`src/rtl/lfsr32_digit_source.sv`:
```
// 32-bit Galois LFSR source for the eight HEX digit decoders. It advances from a
// free-running prescaled tick or a debounced push button. Define LFSR_DIGIT_HOLD_EN
// to add the hold_i display freeze.
module lfsr32_digit_source #(
    parameter logic [31:0] SEED       = 32'hACE1_2468,
    parameter logic [31:0] TAPS       = 32'h8020_0003,
    parameter int          PRESCALE   = 50_000_000,
    parameter int          DEB_CYCLES = 1_000_000
) (
    input  logic        clk,
    input  logic        rst_n,
    input  logic        run_i,
    input  logic        step_n_i,
    input  logic        load_i,
    input  logic [31:0] seed_i,
`ifdef LFSR_DIGIT_HOLD_EN
    input  logic        hold_i,
`endif
    output logic [31:0] lfsr_o,
    output logic [31:0] digits_o,
    output logic        advance_o,
    output logic        zero_fix_o
);

    localparam int PW = (PRESCALE > 1) ? $clog2(PRESCALE) : 1;
    localparam int DW = $clog2(DEB_CYCLES + 1);

    logic          sync1;
    logic          sync2;
    logic [1:0]    sync_fill;
    logic          armed;
    logic          deb_level;
    logic [DW-1:0] deb_cnt;
    logic [PW-1:0] presc_cnt;

    logic          deb_expire;
    logic          step_pulse;
    logic          tick;
    logic          advance;
    logic [31:0]   shifted;
    logic [31:0]   load_value;

    // The arm flag holds off pulses until a genuine released sample has been
    // seen, so a button held through reset cannot fire a step.
    always_ff @(posedge clk or negedge rst_n) begin
        if (!rst_n) begin
            sync1     <= 1'b1;
            sync2     <= 1'b1;
            sync_fill <= 2'b00;
            armed     <= 1'b0;
        end else begin
            sync1     <= step_n_i;
            sync2     <= sync1;
            sync_fill <= {sync_fill[0], 1'b1};
            armed     <= armed | (sync_fill[1] & sync2);
        end
    end

    always_ff @(posedge clk or negedge rst_n) begin
        if (!rst_n) begin
            deb_level <= 1'b1;
            deb_cnt   <= '0;
        end else if (sync2 == deb_level) begin
            deb_cnt   <= '0;
        end else if (deb_expire) begin
            deb_level <= sync2;
            deb_cnt   <= '0;
        end else begin
            deb_cnt   <= deb_cnt + DW'(1);
        end
    end

    always_ff @(posedge clk or negedge rst_n) begin
        if (!rst_n) begin
            presc_cnt <= '0;
        end else if (!run_i || tick) begin
            presc_cnt <= '0;
        end else begin
            presc_cnt <= presc_cnt + PW'(1);
        end
    end

    // The step pulse coincides with the cycle in which the debounced level commits to 0.
    always_comb begin
        deb_expire = (sync2 != deb_level) && (deb_cnt == DW'(DEB_CYCLES - 1));
        step_pulse = deb_expire & ~sync2 & armed;
        tick       = run_i && (presc_cnt == PW'(PRESCALE - 1));
        advance    = (run_i & tick) | (~run_i & step_pulse);
        shifted    = {1'b0, lfsr_o[31:1]} ^ (lfsr_o[0] ? TAPS : 32'h0);
        load_value = (seed_i == 32'h0) ? SEED : seed_i;
    end

    // A load wins over a coincident advance, which is dropped rather than deferred.
    always_ff @(posedge clk or negedge rst_n) begin
        if (!rst_n) begin
            lfsr_o     <= SEED;
            advance_o  <= 1'b0;
            zero_fix_o <= 1'b0;
        end else if (load_i) begin
            lfsr_o     <= load_value;
            advance_o  <= 1'b0;
            if (seed_i == 32'h0) begin
                zero_fix_o <= 1'b1;
            end
        end else if (lfsr_o == 32'h0) begin
            lfsr_o     <= SEED;
            advance_o  <= 1'b0;
        end else if (advance) begin
            lfsr_o     <= shifted;
            advance_o  <= 1'b1;
        end else begin
            advance_o  <= 1'b0;
        end
    end

    always_ff @(posedge clk or negedge rst_n) begin
        if (!rst_n) begin
            digits_o <= SEED;
`ifdef LFSR_DIGIT_HOLD_EN
        end else if (!hold_i) begin
            digits_o <= lfsr_o;
`else
        end else begin
            digits_o <= lfsr_o;
`endif
        end
    end

endmodule

```
`config.mk`:
```
export PLATFORM = sky130hd
export DESIGN_NAME = lfsr32_digit_source
export DESIGN_NICKNAME = d
export VERILOG_FILES = /design/src/rtl/lfsr32_digit_source.sv
export SDC_FILE = /design/constraint.sdc
export NUM_CORES = 1
export LEC_CHECK = 0
export CORE_UTILIZATION = 51
export CTS_CLUSTER_DIAMETER = 120
export DETAILED_ROUTE_END_ITERATION = 10
export PLACE_DENSITY = 0.79
export RECOVER_POWER = 50
export SLEW_MARGIN = 10
export SYNTH_ARGS = -nofsm -noshare
export SYNTH_HDL_FRONTEND = slang
export SYNTH_SLANG_ARGS = --single-unit
```
`constraint.sdc`:
```
create_clock -name clk -period 2.8 [get_ports clk]
set_clock_uncertainty 0.1 [all_clocks]
set_input_delay 0.56 -clock clk [delete_from_list [all_inputs] [get_ports clk]]
set_output_delay 0.56 -clock clk [all_outputs]
set_load 0.005 [all_outputs]
```
==> results.txt, run 1 <==
- Gpl congestion: 0.836
- Maximum number of pins on one net before global-route repair: 84
- Ratio of total power to cell area: between 700 and 800 nW/um^2
- Setup repair after global routing left no endpoint under its margin.
- Class of the tightest hold or removal check: reg -> reg
* Detailed placement HPWL: roughly 7800 um
* Total negative setup slack: 0 ps
- Sequential element share of the synthesized area: 58.0%
- Die outline width: ~100 um
- The die covers 10,500 um^2.
- For the pin with the worst max-slew slack, the measured transition is approximately 1100 ps.
- Net count after synthesis: 467
- First-pass iteration count of the detailed router: 4
* Die height: between 100 and 150 um
- Post-route total power: 5060 uW
- The H-tree was split into 4 levels.
- Maximum vdd ir drop: roughly 0.00046 V
- Area of combinational cells with multiple inputs: approximately 2000 um^2
- Syn Inst Count: ~430
* Maximum fanout encountered on the critical timing path: 6
- The flow ran to the end, and the final reports show no timing, DRC or antenna violations.
- Number of rows created at floorplan: 36
- Switching pwr: between 1000 and 1500 uW
- Type of the setup path with the least slack: reg -> out
- Antenna Violating Nets Remaining: 0
* Clock network fraction of total power: 42.4%
- Number of ports placed on the die boundary: 103
- Element type at the critical path end: primary output
- After synthesis the netlist holds a flip-flop and latch count of 118.
* Total gr overflow: 0
- Iteration-0 DRC count of the detailed router: 120
* Final clock period utilization by the worst path: 86.6%
* Root buffer selected by CTS: sky130_fd_sc_hd__clkbuf_8
- The number of setup buffers added after CTS is 0.
* Critical path data required time: 2140 ps
- Summing all flip-flop and latch instances after layout gives approximately 3000 um^2.
- Summing every instance area after synthesis gives roughly 5200 um^2.
* Count of cell types in the netlist: 40
- Setup violations remaining at the end of the flow were counted as 0.
- Smallest hold slack: 247 ps
* Antenna diode instance count: 0
- Timing analysis after detailed placement gives a worst setup slack of ~290 ps.
* Starting density of the core: 52.7%
- Counting I/O delays and the setup requirement, the final critical path takes 2430 ps.
* Final #Nets: slightly below 600
- Switching part of the total: approximately a quarter
* Layout cells sized above 1: between 15 and 20%
* Comb power frac: between 15 and 20%
* Synth-to-layout area growth: 35.1%
* Highest achievable clock rate: ~0.4 GHz
- The signal on the critical path passes through clkbuf_1 -> clkdlybuf4s50_1.
- DR WL/cell: roughly 17 um
- Once routing completed, OpenROAD measured the worst setup slack at 374 ps.
- Data on the critical path arrives at its endpoint at 1770 ps.
- Core ar.: between 9000 and 10,000 um^2
- First-pass GRT wire length: roughly 19,000 um
* Max-Slew Margin vs Limit: between 20% and 30%
- TritonCTS sink count: roughly 120
* Routed wire length: 11,600 um
- DRC violations left: 0
- Max incr delay on CP: roughly 580 ps
* Internal power summed over all cells: 3850 uW
* Avg Vias per Cell: 5.51
* TritonCTS clock tree: yes
- Library cell contributing the largest single delay on the critical path: sky130_fd_sc_hd__clkdlybuf4s50_1
- The number of global-route vias before repair came to just under 4,000.
* Number of hold violations in the final report: 0
- Clock latency on the worst-skew pair: 530 ps
- Clock slew seen by the registers of the worst setup and hold paths: about 60 ps
- Crit-path leading delay family: buffers and inverters
* Final standard cell utilization of the core: between 70% and 80%
- Counting the buffers created by CTS gives 17.
- The worst setup path is launched from a flip-flop.
- Per report_power, the sequential group accounts for 41.8% of the total.
- Summing over every cut layer, the via total after detailed routing is roughly 3,800.
- The initial antenna violation count is 0.
* Total leakage power: between 0.003 and 0.004 uW
* Post-cts sizing count: 0
* Avg Cell Area, Syn: ~12 um^2
- Number of buffers on the longest clock path: 2
- The number of buffers and inverters on the critical path is 2.
* Overall track demand over capacity in global routing: around a quarter
- Number of warning messages in the yosys log: 0
* Port Buffers: approximately 100
- Final Max Tran Viols: 0
- The tool flagged a number of max-cap violations equal to 0.
- Filler Cell Count: around 670
[cell usage after synthesis (all sizes together)]
library cell	instances	area, um^2
nor2	50	188
nand3	15	75.1
xnor2	15	131
nand2b	1	6.26
a2bb2oi	1	8.76
or2	1	6.26
and3	9	56.3
a21oi	1	5.00
buf	7	50.1
o31ai	1	7.51
o21ai	5	25.0
o22ai	13	81.3
nor3b	3	22.5
and4bb	1	12.5
ha	3	37.5
and4	5	43.8
dfstp	29	762
a221oi	1	26.3
nor4b	3	32.5
clkbuf	6	22.5
nand2	17	63.8
mux2	34	443
nand3b	1	7.51
dfrtp	89	2230
nor3	6	30.0
and2	2	12.5
conb	1	3.75
mux2i	14	140
nand4	18	113
nor4	20	140
nand4b	2	17.5
xor2	30	263
a21o	1	7.51
inv	22	82.6
[kinds of logic (layout without fill, tap and decap cells)]
logic type,after synthesis,after routing,share of synthesized area [%]
flops,118,118,58.0
other cells,1,1,0.0728
compound gates,23,23,3.13
xor+xnor,45,45,7.65
buf+inv,35,168,3.01
simple gates,154,154,16.1
fa+ha+maj,3,3,0.729
mux,48,48,11.3
[stage by stage]
step	area [um^2]	std cells
global route	6960	693
floorplan	5150	427
CTS	6980	693
global placement	6370	660
detailed placement	6370	660
finish	6960	693
[routing by layer]
metal | track usage [%] | share of wire [%] | up-vias
met1 | 31.8 | 43 | 1914
li1 | - | - | 1734
met2 | 38.5 | 48 | 145
met3 | 6.98 | 6.2 | 26
met5 | 0 | 0 | -
met4 | 11.6 | 2.3 | 0
[cells in the final DEF, fill, tap and decap left out, drive strengths merged, types with 2 or more instances in the layout]
cell and count:
nor2 50, xnor2 15, nand4 18, o22ai 13
mux2i 14, buf 8, nor3b 3, nand2 17
o21ai 5, dlygate4sd3 2, and2 2, nor3 6
ha 3, xor2 30, and3 9, nor4 20
dfstp 29, nand3 15, nor4b 3, inv 22
bufinv 3, nand4b 2, clkbuf 23, and4 5
clkinv 7, mux2 34, clkinvlp 3, dfrtp 89
clkdlybuf4s50 100
[area by class of cell]
| cell class | count | area share [%] |
|---|---|---|
| Clock inverter | 13 | 2.23 |
| Sequential cell | 118 | 43.0 |
| Clock buffer | 19 | 6.35 |
| Timing Repair Buffer | 114 | 16.1 |
| Tap cell | 133 | 2.39 |
| Multi-Input combinational cell | 274 | 28.8 |
| Inverter | 22 | 1.19 |
[worst register-to-register path: cells and delay by family, from the launching register on]
kind,cells,cell delay [ps]
AOI/OAI and AO/OA,1,100
buffers and inverters,1,230
DFF,1,390
muxes,1,330
and+or+nand+nor,3,890
adders and majority gates,1,220
[what timing repair did]
item / CTS / global route
hold endpoints to repair: 88 / 0
hold buffers: 1 / 0
setup endpoints to repair: 0 / 0
[power by group through the flow]
stage | combinational [uW] | clock (uW) | sequential [uW]
after global placement | 789 | 0 | 2140
after global routing | 867 | 2250 | 2140
after floorplan | 250 | 0 | 2130
after detailed placement | 804 | 0 | 2150
after CTS | 819 | 2170 | 2130
final | 802 | 2150 | 2110
[sequential cells by signal, indices dropped and copies added, names as in the netlist]
register	cells
sync2	1
digits_o	32
presc_cnt	26
sync_fill	2
deb_cnt	20
deb_level	1
zero_fix_o	1
lfsr_o	32
armed	1
sync1	1
advance_o	1
[final timing paths]
kind,endpoint,slack (ps),from,cells after the start
max in group asynchronous,presc_cnt[18],1070,rst_n,3
min in group asynchronous,deb_cnt[16],700,rst_n,3
min reg2reg,sync_fill[1],250,sync_fill[0],0
max reg2reg,lfsr_o[14],430,deb_cnt[0],7
min,sync_fill[1],250,sync_fill[0],0
max,lfsr_o[0],370,lfsr_o[0],2
No activity file was read; power rests on OpenSTA's default activity.
==> run 2, diff against run 1 <==
--- a/config.mk
+++ b/config.mk
@@ -5,6 +5,7 @@
 export SDC_FILE = /design/constraint.sdc
 export NUM_CORES = 1
 export LEC_CHECK = 0
+export CORE_MARGIN = 1.5
 export CORE_UTILIZATION = 51
 export CTS_CLUSTER_DIAMETER = 120
 export DETAILED_ROUTE_END_ITERATION = 10
==> results.txt, run 2 (same netlist as run 1, synthesis figures left out) <==
* Worst Tran Pin Value: 1240 ps (was 1090 ps)
* Critical path data required time: 2140 ps (about the same)
* Full die area: 10,700 um^2 (was 10,500 um^2)
- Startpoint of the worst hold path: sync_fill[0] (unchanged)
- Most frequent standard cell in the layout excluding fill and tap cells: sky130_fd_sc_hd__clkdlybuf4s50_1 (unchanged)
- The maximum vdd ir drop came to 0.000584 V (was 0.000457 V).
* Starting density of the core: 52.7% (unchanged)
* # Post-CTS Setup Buffers: 0 (unchanged)
* Type of the setup path with the least slack: reg -> out (unchanged)
- The max-cap violation count is 0 (unchanged).
* Number of buffers on the longest clock path: 2 (unchanged)
* Detailed placement HPWL: 8010 um (was 7770 um)
- The final RePlAce weighted congestion came to 0.850 (was 0.836).
- Cell depth of the worst flop-to-flop path: 8 (was 7)
- The H-tree level count is 4 (unchanged).
- Class of the tightest hold or removal check: reg -> reg (unchanged)
* Comb power frac: 16.2% (was 15.8%)
* Number of ports placed on the die boundary: 103 (unchanged)
- Filler Cell Count: 667 (was 665)
- Arrival time of data at the critical path endpoint: 1770 ps (about the same)
- Element type at the critical path end: primary output (unchanged)
- Outcome: finished, final reports clean (unchanged)
* Internal power summed over all cells: 3760 uW (was 3850 uW)
- Ratio of total power to cell area: 714 nW/um^2 (was 727 nW/um^2)
- The via count of the routed design is 3,828 (was 3,819).
- Hold depth: 0 (unchanged)
- The initial antenna violation count is 0 (unchanged).
- WP buf/inv: 2 (unchanged)
* Post-cts sizing count: 0 (unchanged)
- The number of antenna-violating nets in the routed design came to 0 (unchanged).
- The x dimension of the die came to 104 um (was 103 um).
- The final-report hold violation count was 0 (unchanged).
* Avg Vias per Cell: 5.52 (was 5.51)
- Worst setup slack for register-to-register paths: 450 ps (was 430 ps)
* Total leakage power: 0.00298 uW (was 0.00301 uW)
- The number of nets at the end of the flow was 587 (unchanged).
- Registers with the highest flip-flop counts: digits_o (32), lfsr_o (32), presc_cnt (26) (unchanged)
- The worst slew slack as a fraction of its limit is 17.5% (was 27.1%).
* TritonCTS clock tree: yes (unchanged)
- The footprint of the multi-input gates is 2010 um^2 (unchanged).
* Total gr overflow: 0 (unchanged)
* Fin crit period: 2430 ps (about the same)
- The quantity of I/O buffers inserted on ports was 102 (unchanged).
* Maximum fanout encountered on the critical timing path: 6 (unchanged)
- Vias in the first global route: 3,985 (was 3,936)
- The clock latency reported for the late side of the worst-skew pair is 520 ps (was 530 ps).
- The clock tree root buffer cell is sky130_fd_sc_hd__clkbuf_8 (unchanged).
- The end of the worst hold path was sync_fill[1] (unchanged).
* Number of clock buffers inserted by TritonCTS: 17 (unchanged)
- The standard cell with the maximum stage delay on the critical path was sky130_fd_sc_hd__clkdlybuf4s50_1 (unchanged).
- Antenna diode instance count: 0 (unchanged)
- Reg-to-reg critical path endpoint: lfsr_o[0] (was lfsr_o[14])
- The critical path startpoint category is a flip-flop (unchanged).
- Routed wire length: 12,000 um (was 11,600 um)
* Core ar.: 9770 um^2 (unchanged)
* Switching pwr: 1170 uW (was 1210 uW)
- Sequential cell area: 2990 um^2 (unchanged)
* Highest achievable clock rate: 0.411 GHz (was 0.412 GHz)
- The number of clock sinks is 118 (unchanged).
- Max incr delay on CP: 590 ps (was 580 ps)
- Number of rows created at floorplan: 36 (unchanged)
- DRC violations left: 0 (unchanged)
- The number of cells in the design after placement came to 660 (unchanged).
- Crit-path leading delay family: buffers and inverters (unchanged)
* Synth-to-layout area growth: 34.1% (was 35.1%)
- Maximum number of pins on one net before global-route repair: 49 (was 84)
- Die height: 104 um (was 103 um)
- The setup-violating endpoint count in the final report was 0 (unchanged).
- Switching part of the total: 23.6% (was 23.9%)
- The layout cell share with drive strength beyond 1 is 15.7% (was 17.1%).
* Worst setup path start: lfsr_o[0] (unchanged)
- Final Max Tran Viols: 0 (unchanged)
- Total negative setup slack: 0 ps (unchanged)
* Clock network fraction of total power: 40.8% (was 42.4%)
* Post-cts hold buffer count: 1 (unchanged)
* Highest-count cells in the layout ignoring fill and taps: sky130_fd_sc_hd__clkdlybuf4s50_1 (99), sky130_fd_sc_hd__dfrtp_1 (89), sky130_fd_sc_hd__nor2_1 (50) (was sky130_fd_sc_hd__clkdlybuf4s50_1 (100), sky130_fd_sc_hd__dfrtp_1 (89), sky130_fd_sc_hd__nor2_1 (50))
* Source of the worst register-to-register timing path: lfsr_o[1] (was deb_cnt[0])
- The aggregate global-route resource usage came to 23.3% (was 24.6%).
* First-pass iteration count of the detailed router: 5 (was 4)
* Iteration-0 DRC count of the detailed router: 233 (was 120)
- First-pass GRT wire length: 19,600 um (was 19,200 um)
- The post-detailed-route wirelength per cell came to 17.3 um (was 16.8 um).
* Final clock period utilization by the worst path: 86.9% (was 86.6%)
- Register share of total power: 43.0% (was 41.8%)
- The clock transition at the registers of the reported paths came to 50 ps (was 60 ps).
* Count of placed standard cells in the final layout, fillers left out: 693 (unchanged)
- RSZ-0062 raised after global routing: no (unchanged)
* CP Cell Sequence: clkbuf_1 -> clkdlybuf4s50_1 (unchanged)
-- run 2: changes by cell type in the layout (fill, tap and decap cells not counted), moves of 2 or more --
cell                         delta
sky130_fd_sc_hd__clkbuf_1       +8
sky130_fd_sc_hd__clkinv_2       -2
sky130_fd_sc_hd__clkinv_4       -2
sky130_fd_sc_hd__clkinvlp_4     -3
-- run 2: power groups by stage --
stage | Sequential, uW | Combinational (uW) | Clock, uW
detailed placement | 2150 | 805 | 0
floorplan | 2130 | 250 | 0
CTS | 2130 | 818 | 2040
global placement | 2140 | 792 | 0
finish | 2120 | 799 | 2010
global route | 2140 | 859 | 2110
-- run 2: layout make-up --
type	instances	share of cell area, %
inverters	22	1.20
flip-flops and latches	118	43.3
clock inverters	5	1.09
clock buffers	27	6.83
well taps	133	2.41
multi-input cells	274	29.1
repair buffers	114	16.1
-- run 2: worst max path at each step --
stage                            end  slack [ps]  cells after the start
after CTS                  lfsr_o[0]         440                      8
after global placement     lfsr_o[0]         320                      5
after detailed placement   lfsr_o[0]         260                      5
final                      lfsr_o[0]         370                      2
after global routing       lfsr_o[0]         250                      3
after floorplan           lfsr_o[11]         640                      8
-- run 2: through the flow --
step           hold slack (ps)  total power [uW]  util, %  worst slack, ps  cell area, um^2
6_report                   249              4930     70.7              367             6910
5_1_grt                    265              5110     70.7              247             6910
4_1_cts                    254              4980     70.9              444             6930
3_5_place_dp               241              2960     65.2              263             6370
3_3_place_gp               234              2930     65.2              322             6370
2_1_floorplan              164              2380        -              637             5150
-- run 2: routing by layer --
layer | GRT usage (%) | share of wire (%) | routed length [um] | up-vias
met3 | 6.61 | 6.0 | 719 | 23
met5 | 0 | 0 | 0 | -
li1 | - | - | - | 1733
met1 | 29.8 | 44 | 5260 | 1917
met4 | 10.2 | 2.0 | 235 | 0
met2 | 37.3 | 48 | 5780 | 155
